**src/rtl/alu_seq_loader.sv**
```systemverilog
`default_nettype none
// ============================================================================
// Module   : alu_seq_loader
// Purpose  : Debounced three-button operand/opcode loader driving a registered
//            ALU result with zero/carry/overflow flags.
// Revision : 1.0 - initial parametrised release
// ============================================================================
module alu_seq_loader #(
  parameter int DATA_WIDTH      = 4,
  parameter int DEBOUNCE_CYCLES = 16
) (
  input  logic                  clockCustom,
  input  logic                  resetGral,
  input  logic [DATA_WIDTH-1:0] switch,
  input  logic                  button1,
  input  logic                  button2,
  input  logic                  button3,
  output logic [DATA_WIDTH-1:0] LED,
  output logic                  flagZero,
  output logic                  flagCarry,
  output logic                  flagOvf,
  output logic                  opError,
  output logic                  ready
);

  localparam int c_CNT_W = $clog2(DEBOUNCE_CYCLES + 1);
  localparam logic [c_CNT_W-1:0] c_CNT_MAX  = c_CNT_W'(DEBOUNCE_CYCLES);
  localparam logic [c_CNT_W-1:0] c_CNT_LAST = c_CNT_W'(DEBOUNCE_CYCLES - 1);
  localparam logic [DATA_WIDTH-1:0] c_WIDTH_VAL = DATA_WIDTH'(DATA_WIDTH);
  localparam int c_MSB = DATA_WIDTH - 1;

  localparam logic [3:0] c_OP_ADD = 4'b0001;
  localparam logic [3:0] c_OP_SUB = 4'b0010;
  localparam logic [3:0] c_OP_AND = 4'b0011;
  localparam logic [3:0] c_OP_OR  = 4'b0101;
  localparam logic [3:0] c_OP_XOR = 4'b0111;
  localparam logic [3:0] c_OP_SRA = 4'b1000;
  localparam logic [3:0] c_OP_SRL = 4'b1100;
  localparam logic [3:0] c_OP_NOR = 4'b1110;

  localparam logic [2:0] c_EMPTY   = 3'd0;
  localparam logic [2:0] c_HAVE_A  = 3'd1;
  localparam logic [2:0] c_HAVE_B  = 3'd2;
  localparam logic [2:0] c_HAVE_AB = 3'd3;
  localparam logic [2:0] c_RUN     = 3'd4;

  logic [2:0] w_buttons;
  logic [2:0] r_sync1;
  logic [2:0] r_sync2;
  logic [1:0] r_fill;
  logic [2:0] w_pulse;

  assign w_buttons = {button3, button2, button1};

  // r_fill marks when r_sync2 carries real post-reset samples rather than reset zeros.
  always_ff @(posedge clockCustom) begin
    if (resetGral) begin
      r_sync1 <= '0;
      r_sync2 <= '0;
      r_fill  <= '0;
    end else begin
      r_sync1 <= w_buttons;
      r_sync2 <= r_sync1;
      r_fill  <= {r_fill[0], 1'b1};
    end
  end

  genvar gi;
  generate
    for (gi = 0; gi < 3; gi++) begin : g_btn
      logic [c_CNT_W-1:0] r_cnt;
      logic               r_armed;
      logic               r_pulse;

      // A press only counts once the button has been seen low since reset.
      always_ff @(posedge clockCustom) begin
        if (resetGral) begin
          r_cnt   <= '0;
          r_armed <= 1'b0;
          r_pulse <= 1'b0;
        end else begin
          r_pulse <= 1'b0;
          if (r_fill[1]) begin
            if (!r_sync2[gi]) begin
              r_cnt   <= '0;
              r_armed <= 1'b1;
            end else if (r_armed && (r_cnt != c_CNT_MAX)) begin
              r_cnt <= r_cnt + c_CNT_W'(1);
              if (r_cnt == c_CNT_LAST) begin
                r_pulse <= 1'b1;
              end
            end
          end
        end
      end

      assign w_pulse[gi] = r_pulse;
    end
  endgenerate

  logic [DATA_WIDTH-1:0] r_regA;
  logic [DATA_WIDTH-1:0] r_regB;
  logic [3:0]            r_regOp;
  logic [2:0]            r_state;
  logic [2:0]            w_nextState;
  logic                  r_exec;
  logic                  w_opValid;
  logic                  w_haveA;
  logic                  w_haveB;
  logic                  w_accept;

  always_comb begin
    w_opValid = 1'b0;
    case (switch[3:0])
      c_OP_ADD, c_OP_SUB, c_OP_AND, c_OP_OR,
      c_OP_XOR, c_OP_SRA, c_OP_SRL, c_OP_NOR: w_opValid = 1'b1;
      default:                                w_opValid = 1'b0;
    endcase
  end

  // Operand presence is judged after this cycle's loads are applied.
  assign w_haveA  = w_pulse[0] || (r_state == c_HAVE_A) || (r_state == c_HAVE_AB) || (r_state == c_RUN);
  assign w_haveB  = w_pulse[1] || (r_state == c_HAVE_B) || (r_state == c_HAVE_AB) || (r_state == c_RUN);
  assign w_accept = w_pulse[2] && w_opValid && w_haveA && w_haveB;

  always_comb begin
    w_nextState = r_state;
    if (r_state != c_RUN) begin
      if (w_accept)                w_nextState = c_RUN;
      else if (w_haveA && w_haveB) w_nextState = c_HAVE_AB;
      else if (w_haveA)            w_nextState = c_HAVE_A;
      else if (w_haveB)            w_nextState = c_HAVE_B;
      else                         w_nextState = c_EMPTY;
    end
  end

  logic [DATA_WIDTH:0]   w_sum;
  logic [DATA_WIDTH:0]   w_diff;
  logic [DATA_WIDTH-1:0] w_sra;
  logic [DATA_WIDTH-1:0] w_srl;
  logic                  w_shiftBig;
  logic [DATA_WIDTH-1:0] w_result;
  logic                  w_carry;
  logic                  w_ovf;

  assign w_sum      = {1'b0, r_regA} + {1'b0, r_regB};
  assign w_diff     = {1'b0, r_regA} - {1'b0, r_regB};
  assign w_shiftBig = (r_regB >= c_WIDTH_VAL);
  assign w_sra      = $signed(r_regA) >>> r_regB;
  assign w_srl      = r_regA >> r_regB;

  always_comb begin
    w_result = '0;
    w_carry  = 1'b0;
    w_ovf    = 1'b0;
    case (r_regOp)
      c_OP_ADD: begin
        w_result = w_sum[DATA_WIDTH-1:0];
        w_carry  = w_sum[DATA_WIDTH];
        w_ovf    = (r_regA[c_MSB] == r_regB[c_MSB]) && (w_sum[c_MSB] != r_regA[c_MSB]);
      end
      c_OP_SUB: begin
        w_result = w_diff[DATA_WIDTH-1:0];
        w_carry  = w_diff[DATA_WIDTH];
        w_ovf    = (r_regA[c_MSB] != r_regB[c_MSB]) && (w_diff[c_MSB] != r_regA[c_MSB]);
      end
      c_OP_AND: w_result = r_regA & r_regB;
      c_OP_OR:  w_result = r_regA | r_regB;
      c_OP_XOR: w_result = r_regA ^ r_regB;
      c_OP_SRA: w_result = w_shiftBig ? {DATA_WIDTH{r_regA[c_MSB]}} : w_sra;
      c_OP_SRL: w_result = w_shiftBig ? '0 : w_srl;
      c_OP_NOR: w_result = ~(r_regA | r_regB);
      default:  w_result = '0;
    endcase
  end

  always_ff @(posedge clockCustom) begin
    if (resetGral) begin
      r_regA    <= '0;
      r_regB    <= '0;
      r_regOp   <= '0;
      r_state   <= c_EMPTY;
      r_exec    <= 1'b0;
      LED       <= '0;
      flagZero  <= 1'b0;
      flagCarry <= 1'b0;
      flagOvf   <= 1'b0;
      opError   <= 1'b0;
      ready     <= 1'b0;
    end else begin
      if (w_pulse[0]) r_regA <= switch;
      if (w_pulse[1]) r_regB <= switch;
      if (w_pulse[2]) begin
        if (w_accept) begin
          r_regOp <= switch[3:0];
          opError <= 1'b0;
        end else begin
          opError <= 1'b1;
        end
      end
      r_state <= w_nextState;
      // Live mode: an operand reload while running recomputes with the stored op.
      r_exec  <= w_accept || ((r_state == c_RUN) && (w_pulse[0] || w_pulse[1]));
      if (r_exec) begin
        LED       <= w_result;
        flagZero  <= (w_result == '0);
        flagCarry <= w_carry;
        flagOvf   <= w_ovf;
        ready     <= 1'b1;
      end
    end
  end

endmodule
`default_nettype wire

```
**config.mk**
```make
export PLATFORM = sky130hd
export DESIGN_NAME = alu_seq_loader
export DESIGN_NICKNAME = d
export VERILOG_FILES = /design/src/rtl/alu_seq_loader.sv
export SDC_FILE = /design/constraint.sdc
export NUM_CORES = 1
export LEC_CHECK = 0
export ABC_AREA = 1
export CAP_MARGIN = 20
export CORE_MARGIN = 2
export CORE_UTILIZATION = 53
export CTS_CLUSTER_SIZE = 14
export DETAILED_ROUTE_END_ITERATION = 16
export GPL_TIMING_DRIVEN = 0
export HOLD_SLACK_MARGIN = 0.08
export PLACE_DENSITY = 0.75
export SLEW_MARGIN = 25
export SYNTH_ARGS = -nofsm -noshare
export SYNTH_HDL_FRONTEND = slang
export SYNTH_SLANG_ARGS = --single-unit
```
**constraint.sdc**
```tcl
create_clock -name clockCustom -period 1.9 [get_ports clockCustom]
set_clock_uncertainty 0.2 [all_clocks]
set_input_delay 0.38 -clock clockCustom [delete_from_list [all_inputs] [get_ports clockCustom]]
set_output_delay 0.38 -clock clockCustom [all_outputs]
set_load 0.02 [all_outputs]
```
Word level (Yosys, flattened, before mapping)
Memories as Yosys holds them, arrays and structs flattened.
Index checks and enable logic that the tools add are counted.
Widths: inputs -> output; s select.
{"block": "word_totals", "n_memories": 1, "wordCells": 119, "ff_bits": 54, "out_inout_bits": 9, "rom_bits": 16, "inputBits": 9}
{"name": "(name not given)", "words": 16, "width": 1, "rd": 1, "rd_ports_with_merged_regs": 0, "wr": 0, "line": "114", "text": "case (switch[3:0])"}
{"block": "classes", "shift": 2, "n_reduce_logical": 29, "n_bitwise": 11, "mux": 20, "n_addsub": 5, "eq_ne": 26, "magnitude_cmp": 1}
{"operator": "$pmux 4 s8", "count": 1}
{"operator": "$mux 5", "count": 6}
{"operator": "$add 5x1->5 const B", "count": 3}
{"operator": "$eq 5x4->1 const B", "count": 3}
{"operator": "$ne 5x5->1 const B", "count": 3}
{"operator": "$reduce_and 2->1", "count": 7}
{"operator": "$eq 4x4->1 const B", "count": 3}
{"operator": "$reduce_or 4->1", "count": 3}
{"operator": "$logic_and 1x1->1", "count": 10}
{"operator": "$eq 4x2->1 const B", "count": 2}
{"operator": "$eq 4x3->1 const B", "count": 2}
{"operator": "$logic_or 1x1->1", "count": 8}
{"operator": "$mux 4", "count": 2}
{"operator": "$not 1->1", "count": 7}
{"operator": "$eq 3x2->1 const B", "count": 2}
{"operator": "$mux 2", "count": 3}
{"operator": "$ne 2x1->1 const B", "count": 3}
{"operator": "$add 4x4->5", "count": 1}
{"operator": "$mux 1", "count": 5}
{"operator": "$sub 4x4->5", "count": 1}
{"operator": "$and 4x4->4", "count": 1}
{"operator": "$eq 4x1->1 const B", "count": 1}
{"operator": "$ge 4x3->1 const B", "count": 1}
{"operator": "$logic_not 4->1", "count": 1}
{"operator": "12 further kinds", "count": 15}

Longest topological paths before layout
Gate-level depths: netlist (run 1).
{"block": "depth", "ltp_word": 8, "mapped_depth": 13}

Worst setup path before layout (run 1)
OpenSTA, ideal clock, no wires.
{"block": "synth_timing", "path_type": "reg-to-reg", "from": "reg r_regB[0]", "to": "reg flagZero", "arrival_ps": 1851, "stages_incl_launch_ff": 12, "setup_time_ps": 67, "synth_period_minus_slack_ps": 2118, "required_time_ps": 1633, "setup_slack_ps": -218, "cell_sequence": "dfxtp_1 ha_1 inv_1 fa_1 or2_4 nand3_2 nand2_1 nor2_1 nand3_1 nor2_1 nand3_1 a21oi_2"}
{"block": "synth_via", "elab_chain_cells": 4}
{"item": "start, declared", "line": "102", "text": "logic [DATA_WIDTH-1:0] r_regB;"}
{"item": "start signal, assigned", "line": "192", "text": "if (w_pulse[1]) r_regB <= switch;"}
{"item": "$ge 4x3->1 (tied with other cells)", "line": "148", "text": "assign w_shiftBig = (r_regB >= c_WIDTH_VAL);"}
{"item": "$mux 4 (tied with other cells)", "line": "171", "text": "c_OP_SRL: w_result = w_shiftBig ? '0 : w_srl;"}
{"item": "$pmux 4 s8 *", "line": "156", "text": "case (r_regOp)"}
{"item": "$logic_not 4->1 *", "line": "206", "text": "flagZero <= (w_result == '0);"}
{"item": "end signal, assigned", "line": "206"}
{"item": "end, declared", "line": "19", "text": "output logic flagZero,"}
Every way passes the cells marked *; elsewhere a longest branch is shown, timed or not.
A chain may end at the register's enable or synchronous reset.

Worst setup path after layout (run 1)
Ends and elaborated chain as after synthesis.

==> results of run 1 <==
worst max-delay path, delay by kind of cell (launching register included):
kind,cells,cell delay (ps)
AO/OA/AOI/OAI,1,110
AND/OR/NAND/NOR,8,690
buffers and inverters,2,80
flip-flops,1,400
adder cells (fa/ha/maj),2,670
metrics by stage:
stage | power, mW | std cells | instance area, um2
floorplan | 1.23 | 431 | 2970
global placement | 1.26 | 520 | 3230
detailed placement | 1.27 | 520 | 3230
CTS | 2.18 | 536 | 3500
global route | 2.23 | 546 | 3700
finish | 2.16 | 546 | 3700
flip-flops by register name, summed over array words and instances (netlist names):
name	flops
r_sync1	3
r_state	3
r_regOp	4
flagCarry	1
flagOvf	1
r_exec	1
LED	4
ready	1
r_regB	4
g_btn.r_armed	3
opError	1
g_btn.r_cnt	15
flagZero	1
r_sync2	3
r_regA	4
g_btn.r_pulse	3
r_fill	2
final cells by class:
| cell class | instances | area (um2) | area share |
|---|---|---|---|
| sequential | 54 | 1100 | 0.298 |
| tap | 72 | 90.1 | 0.0243 |
| clock inverter | 2 | 60.1 | 0.0162 |
| clock buffer | 6 | 82.6 | 0.0223 |
| buffer | 7 | 33.8 | 0.00913 |
| multi-input combinational | 298 | 1730 | 0.467 |
| timing repair buffer | 35 | 320 | 0.0865 |
| inverter | 72 | 284 | 0.0767 |
worst paths after layout:
check             depth (start not counted)       from   endpoint  slack, ps
setup / recovery                         13  r_regB[0]   flagZero       -310
hold / removal                            2  r_fill[0]  r_fill[1]        200
setup reg to reg                         13  r_regB[0]   flagZero       -310
hold reg to reg                           2  r_fill[0]  r_fill[1]        200
metal layers:
layer	part of all wire	vias to the layer above	GRT usage	routed length, um
met2	0.51	78	0.426	3770
met5	0	-	0	0
met3	0.031	25	0.0356	225
met1	0.42	1367	0.265	3100
met4	0.033	0	0.100	241
li1	-	1470	-	-
placed cells by master (no fill, tap or decap), types with 3 or more instances in the layout:
| cell type | count |
|---|---|
| sky130_fd_sc_hd__nand2_1 | 81 |
| sky130_fd_sc_hd__a21oi_1 | 34 |
| sky130_fd_sc_hd__o21ai_0 | 25 |
| sky130_fd_sc_hd__inv_2 | 9 |
| sky130_fd_sc_hd__buf_4 | 15 |
| sky130_fd_sc_hd__ha_4 | 6 |
| sky130_fd_sc_hd__clkbuf_1 | 5 |
| sky130_fd_sc_hd__dfxtp_4 | 5 |
| sky130_fd_sc_hd__nand4_1 | 3 |
| sky130_fd_sc_hd__inv_1 | 59 |
| sky130_fd_sc_hd__nor2_2 | 9 |
| sky130_fd_sc_hd__a21oi_2 | 4 |
| sky130_fd_sc_hd__nand3_1 | 26 |
| sky130_fd_sc_hd__nor2_1 | 46 |
| sky130_fd_sc_hd__nor3_1 | 16 |
| sky130_fd_sc_hd__buf_6 | 4 |
| sky130_fd_sc_hd__o21ai_1 | 3 |
| sky130_fd_sc_hd__clkbuf_8 | 6 |
| sky130_fd_sc_hd__dfxtp_1 | 46 |
| sky130_fd_sc_hd__clkdlybuf4s50_1 | 17 |
| sky130_fd_sc_hd__nand3_2 | 5 |
| sky130_fd_sc_hd__dfxtp_2 | 3 |
| sky130_fd_sc_hd__nand3b_1 | 3 |
| sky130_fd_sc_hd__o211ai_1 | 4 |
| sky130_fd_sc_hd__ha_1 | 15 |
cell families (layout without fill, tap and decap cells):
| kind of cell | count (synthesis) | count (layout) | synth area share |
|---|---|---|---|
| fa+ha+maj | 23 | 23 | 0.103 |
| xor+xnor | 1 | 1 | 0.00297 |
| buf+inv | 79 | 122 | 0.101 |
| compound gates | 78 | 78 | 0.143 |
| simple gates | 196 | 196 | 0.283 |
| flops | 54 | 54 | 0.367 |
where the power goes:
part,total [mW],internal [mW],leakage [nW],switching (mW)
clock,0.923,0.562,0.0714,0.361
sequential,1.15,1.14,0.443,0.00863
combinational,0.0955,0.0373,1.07,0.0582
total,2.16,1.74,1.58,0.428
timing repair:
| action | CTS | global route |
|---|---|---|
| setup endpoints to repair | 6 | 13 |
| setup buffers | 8 | 11 |
| resized for setup | 17 | 44 |
| pin swaps | 10 | 29 |
| gates cloned | 0 | 0 |
==> flow_results.org, run 1 <==
** GRT
- The first global-routing pass estimated 11.7 mm of wire.
- Entering global routing, the biggest net connects 17 pins.
- Vias in the first global route :: 2,723
- The number of antenna violations at the first check in global routing came to 0.
- Total overflow reported by the global router :: 0
- Total global-route track usage :: 0.232

** Synthesis
- Post-synth cell types :: 29
- Counting every net in the synthesized netlist gives 463.
- A synthesized cell averages 6.84 um2.
- In the synthesized netlist, the cells that appear most often are sky130_fd_sc_hd__nand2_1 (82), sky130_fd_sc_hd__inv_1 (70), sky130_fd_sc_hd__nor2_1 (56), sky130_fd_sc_hd__dfxtp_1 (54), sky130_fd_sc_hd__a21oi_1 (38).
- Yosys mapped a number of flops with a built-in enable equal to 0.
- Most area-consuming cells after synthesis :: sky130_fd_sc_hd__dfxtp_1 (37%), sky130_fd_sc_hd__nand2_1 (10%), sky130_fd_sc_hd__ha_1 (8.9%), sky130_fd_sc_hd__inv_1 (8.9%), sky130_fd_sc_hd__nor2_1 (7.1%)
- Cells after Synth :: roughly 430
- Among all flip-flop cells after synthesis, the most frequent one is sky130_fd_sc_hd__dfxtp_1.
- Of all flip-flops after synthesis, the portion carrying an async set or reset was 0.
- Summed instance area of the synthesized netlist :: 2950 um2
- Synth warnings :: 0
- Cell with the most instances after synthesis :: sky130_fd_sc_hd__nand2_1
- Yosys top cell area share :: 0.367
- Of all cell types, the one taking the most synthesized area is sky130_fd_sc_hd__dfxtp_1.
- FF+latch count, synth :: 54
- Of the synthesized area, sequential elements account for 0.367.

** CTS
- Count of H-tree levels built during CTS :: 2
- In this run the deepest clock path goes through 2 buffers.
- TritonCTS created 5 clock buffers.
- Clock-pin slew was measured on the worst setup and hold paths at 90 ps.
- For this design, the sink count on the clock tree is 54.
- Root cell of the clock tree :: sky130_fd_sc_hd__clkbuf_8
- At the later pin of the worst-skew pair, clock insertion delay measures 300 ps.
- For this design, the CTS-stage hold fixing added 0 buffers.
- TritonCTS built the clock tree.

** Power and ir drop
- Power density over the cells :: between 500 and 600 nW/um2
- IR analysis of the VDD net gives a maximum drop of 0.744 mV.
- Leakage dissipation :: 1.58 nW

** Final layout
- After filler insertion, the fill cell instance count of the layout stands at 468.
- End-of-flow core utilization :: 0.680
- Fraction of layout cells with a size suffix above 1 :: 0.173
- The number of antenna diodes in the final layout is 0.
- Synthesis-to-layout area growth :: 25.6%
- Fin nets :: 505

** Setup path
- The cell that appears most often on the critical path is sky130_fd_sc_hd__nand2_1.
- For this run, the slowest stage of the critical path takes about 520 ps.
- Kind of start point of the critical path :: flop
- Critical setup path kind :: flop to flop
- Worst path cell trace :: ha_4 > inv_2 > fa_2 > inv_2 > nand3_2 > nand2_1 > nor2_1 > nand2_1 > nor2_2 > nand2_1 > nor2_2 > nand3_1 > a21oi_2
- Endpoint kind of the worst setup timing path :: flop
- Slowest cell on the critical path :: sky130_fd_sc_hd__fa_2
- Arrival time of data at the critical path endpoint :: 2260 ps
- Data on the critical path is required at its endpoint by 1940 ps.
- Of all nets on the critical path, the largest fanout is 3.

** Floorplan
- The region available for standard cell placement spans approximately 5400 um2.
- Die width :: 78.6 um
- Initial core utilization :: 0.542
- Row generation in the floorplan step produced 27 rows.
- Measured along the y axis, the die boundary spans 78.6 um.
- Overall die area :: approximately 6200 um2
- Number of top-level design ports :: 18

** Route
- Initial DRT Pass Iterations :: 5
- DR vias :: 2,940
- For this block, the initial DRC count from the detailed router was 164.
- DR WL/cell :: 13.4 um
- After detailed routing, the number of remaining DRC violations is 0.
- The detail route stage leaves a number of antenna-violating nets equal to 0.
- In the routed layout, each cell is associated on average with a via count of 5.38.
- Detailed-route wire length :: approximately 7.3 mm

** Placed design
- Prior to clock tree synthesis, the placed netlist has a worst setup slack of -334 ps.
- At the end of routability-driven placement, the weighted congestion stood at between 0.8 and 0.9.
- Detailed placement ended at an HPWL of 4.90 mm.
- Port buffering added 17 buffers.

** STA
- Highest Clock Rate :: 452 MHz
- In the finished design, the share of the clock period the worst path needs comes to 1.16.
- Setup violation total in the final timing report :: 4
- Total Negative Setup Slacks :: -639 ps
- At the pin with the least slew margin, the transition time is 598 ps.
- For the finished layout, the period the worst path requires is roughly 2200 ps.
- Unrepaired setup endpoints after global routing :: true
- Final hold analysis gives a worst-case slack of 204 ps.
- Final Hold Violating Endpoints :: 0
- Count of pins over their slew limit :: 0
- Smallest setup slack after layout :: -312 ps
- Slew HR :: 0.601

** Run
- Max-cap violations in this run came to 0.

** Run status
- Outcome :: finished, violations left
- The final reports fail on negative setup slack.

** Min path
- The worst hold path belongs to the class flop to flop.
No activity file was read; power rests on OpenSTA's default activity.
==> run 2, diff against run 1 <==
--- a/config.mk
+++ b/config.mk
@@ -7,13 +7,15 @@
 export LEC_CHECK = 0
 export ABC_AREA = 1
 export CAP_MARGIN = 20
+export CELL_PAD_IN_SITES_DETAIL_PLACEMENT = 1
+export CELL_PAD_IN_SITES_GLOBAL_PLACEMENT = 1
 export CORE_MARGIN = 2
-export CORE_UTILIZATION = 53
+export CORE_UTILIZATION = 43
 export CTS_CLUSTER_SIZE = 14
 export DETAILED_ROUTE_END_ITERATION = 16
 export GPL_TIMING_DRIVEN = 0
 export HOLD_SLACK_MARGIN = 0.08
-export PLACE_DENSITY = 0.75
+export PLACE_DENSITY_LB_ADDON = 0.1
 export SLEW_MARGIN = 25
 export SYNTH_ARGS = -nofsm -noshare
 export SYNTH_HDL_FRONTEND = slang
==> constraint.sdc (replaced) <==
create_clock -name clockCustom -period 2.2 [get_ports clockCustom]
set_clock_uncertainty 0.2 [all_clocks]
set_input_delay 0.44 -clock clockCustom [delete_from_list [all_inputs] [get_ports clockCustom]]
set_output_delay 0.44 -clock clockCustom [all_outputs]
set_load 0.02 [all_outputs]
==> flow_results.org, run 2 (same netlist as run 1, synthesis figures left out) <==
** Placed design
- Once placement finished, the instance area stood at between 3000 and 4000 um2.
- Counting tap cells, the placed design contains a total of ~530 instances.
- # port buffers :: 17
- HPWL after DPL :: approximately 5.9 mm
- Routability congestion estimate :: 0.910

** Floorplan
- Number of rows in the core area :: 30
- Height of the die :: 86.8 um
- Initial core utilization :: 0.439
- The floorplan step defined a core boundary enclosing 6720 um2.
- In this run the horizontal extent of the chip is 86.8 um.
- Number of top-level design ports :: 18
- Overall die area :: 7530 um2

** STA
- The worst path needs approximately 2200 ps of the cycle, external delays included.
- The final number of max-transition violations came to 0.
- Final Hold Violating Endpoints :: 0
- Setup violation total in the final timing report :: 0
- Share of the cycle needed by the critical path after routing :: 0.988
- Based on the critical path, the design can be clocked at up to 460 MHz.
- Unrepaired setup endpoints after global routing :: true
- Slew HR :: 0.574
- Setup total negative slack on the finished layout was measured at 0 ps.
- At the pin with the least slew margin, the transition time is roughly 640 ps.

** CTS
- Number of buffers created by CTS :: 5
- The longest clock path from root to sink contains 2 buffers.
- Count of H-tree levels built during CTS :: 2
- Number of sinks driven by the clock tree :: 54
- After clock tree synthesis, the clock-pin slew on the worst setup and hold paths is approximately 90 ps.
- TritonCTS built the clock tree.
- In this run the clock root is driven by a sky130_fd_sc_hd__clkbuf_8.
- The number of hold buffers added after CTS was 0.
- Clk_lat worst skew :: 300 ps

** GRT
- Entering global routing, the biggest net connects 16 pins.
- Across every metal layer, demand over resource in global routing totals 0.217.
- Vias in the first global route :: 2,907
- Total overflow reported by the global router :: 0
- The number of antenna violations at the first check in global routing came to 0.
- First-pass GRT wire length :: about 13 mm

** Setup path
- In this design, the stage delay of the slowest critical-path cell is roughly 440 ps.
- Crit Path Max Fanout :: 2
- Worst path cell trace :: inv_2 > ha_4 > inv_2 > fa_2 > nand3_2 > nand2_1 > nor2_2 > nand2_2 > nor2_2 > nand2_1 > nor2_1 > nand3_1 > a21oi_2
- Arrival time of data at the critical path endpoint :: 2210 ps
- In this run the critical register-to-register path is launched from r_regA[0].
- Slowest cell on the critical path :: sky130_fd_sc_hd__fa_2
- First element of the critical path :: r_regA[0]
- Counting cells, the worst reg-to-reg path comes to 13.
- Data on the critical path is required at its endpoint by 2230 ps.
- Critical setup path kind :: flop to flop
- Kind of start point of the critical path :: flop
- The worst setup path is captured at a flop.

** Route
- For this block, the routed nets add up to between 7 and 8 mm of wire.
- Dividing the detail-routed via count by the number of cells gives 5.15.
- Final antenna-violating net count :: 0
- For this block, the initial DRC count from the detailed router was 119.
- Dividing the detail-routed wire length by the instance count gives 14.0 um.
- The routed layout has 2,803 vias.
- In the routed design, unresolved DRC markers number 0.
- Before antenna repair, the detailed router went through 4 iterations.

** Final layout
- Of the cells placed in the final design, the portion with a size suffix greater than 1 is 0.0948.
- Final-layout fill cell count :: 885
- Fin nets :: 495
- End-of-flow core utilization :: 0.513
- Synthesis-to-layout area growth :: 16.9%
- The library cell used most frequently in the layout, excluding fill and tap cells, is sky130_fd_sc_hd__nand2_1.
- 0 antenna diodes ended up in the layout.
- Layout Cell Area excl Fill :: 3450 um2
- In the layout the commonest cells are sky130_fd_sc_hd__nand2_1 (81), sky130_fd_sc_hd__inv_1 (65), sky130_fd_sc_hd__nor2_1 (53).
- Largest register by flop count :: g_btn.r_cnt
- Post-route non-filler standard cell count :: 544
- Max reg flops :: 15

** Run
- Max-cap violation count :: 0

** Power and ir drop
- Of the total power, the share spent switching nets is 0.223.
- Worst supply voltage drop on vdd :: 0.428 mV
- Clock network fraction of total power :: 0.343
- The internal portion of the total power is approximately 1.3 mW.
- Comb pwr share :: 0.049
- Leakage dissipation :: 1.47 nW
- Power density over the cells :: between 400 and 500 nW/um2
- Register share of total power :: 0.608
- Switching component of the power :: roughly 0.36 mW

** Min path
- Worst hold path startpoint :: r_sync1[0]
- In this run the worst hold path is classified as flop to flop.
- The worst hold path passes through 2 cells.

** Run status
- The flow ran to the end, and the final reports show no timing, DRC or antenna violations.
==> run 2: power groups by stage <==
stage	combinational (mW)	clock, mW	sequential [mW]
after floorplan	0.0456	0	1.02
after global placement	0.0782	0	1.02
after detailed placement	0.0803	0	1.02
after CTS	0.0810	0.583	0.993
after global routing	0.0917	0.613	0.993
final	0.0800	0.560	0.992
==> run 2: worst paths after layout <==
| kind | endpoint | slack (ps) |
|---|---|---|
| min reg2reg | r_sync2[0] | 210 |
| min | r_sync2[0] | 210 |
| max | flagZero | 30 |
| max reg2reg | flagZero | 30 |
==> run 2: through the flow <==
stage	total power, mW	setup slack (ps)	hold slack, ps
after CTS	1.66	-24.7	213
final	1.63	26.6	209
after global placement	1.10	-229	192
after detailed placement	1.10	-262	198
after floorplan	1.06	82.1	188
after global routing	1.70	-178	227
==> run 2: cell type report <==
type / count / area, um2 / share of cell area
clock inverter: 1 / 5.00 / 0.00145
multi-input combinational: 298 / 1630 / 0.472
timing repair buffer: 25 / 230 / 0.0668
buffer: 7 / 31.3 / 0.00907
tap: 80 / 100 / 0.0290
clock buffer: 7 / 86.3 / 0.0250
inverter: 72 / 270 / 0.0784
sequential: 54 / 1100 / 0.318
==> run 2: timing repair <==
| action | 4_1_cts | 5_1_grt |
|---|---|---|
| gates resized for setup | 16 | 11 |
| buffers inserted | 7 | 1 |
| endpoints found under the setup margin | 4 | 5 |
| pin swaps | 6 | 7 |
==> run 2: critical path: cells and delay by family (launching register included) <==
family | cells | cell delay, ps
simple gates | 8 | 730
fa+ha+maj | 2 | 590
flops | 1 | 370
buf+inv | 2 | 120
compound gates | 1 | 110
==> run 2: layer usage <==
layer  up-vias  wire length [um]  track usage
met4         0               124       0.0682
li1       1449                 -            -
met1      1325              3330        0.254
met5         -                 0            0
met3         8                95       0.0238
met2        21              4060        0.408
==> run 3, diff against run 2 <==
--- a/config.mk
+++ b/config.mk
@@ -14,7 +14,6 @@
 export CTS_CLUSTER_SIZE = 14
 export DETAILED_ROUTE_END_ITERATION = 16
 export GPL_TIMING_DRIVEN = 0
-export HOLD_SLACK_MARGIN = 0.08
 export PLACE_DENSITY_LB_ADDON = 0.1
 export SLEW_MARGIN = 25
 export SYNTH_ARGS = -nofsm -noshare
==> results of run 3 <==
No change in the layout: final DEF, timing and power equal those of run 2.
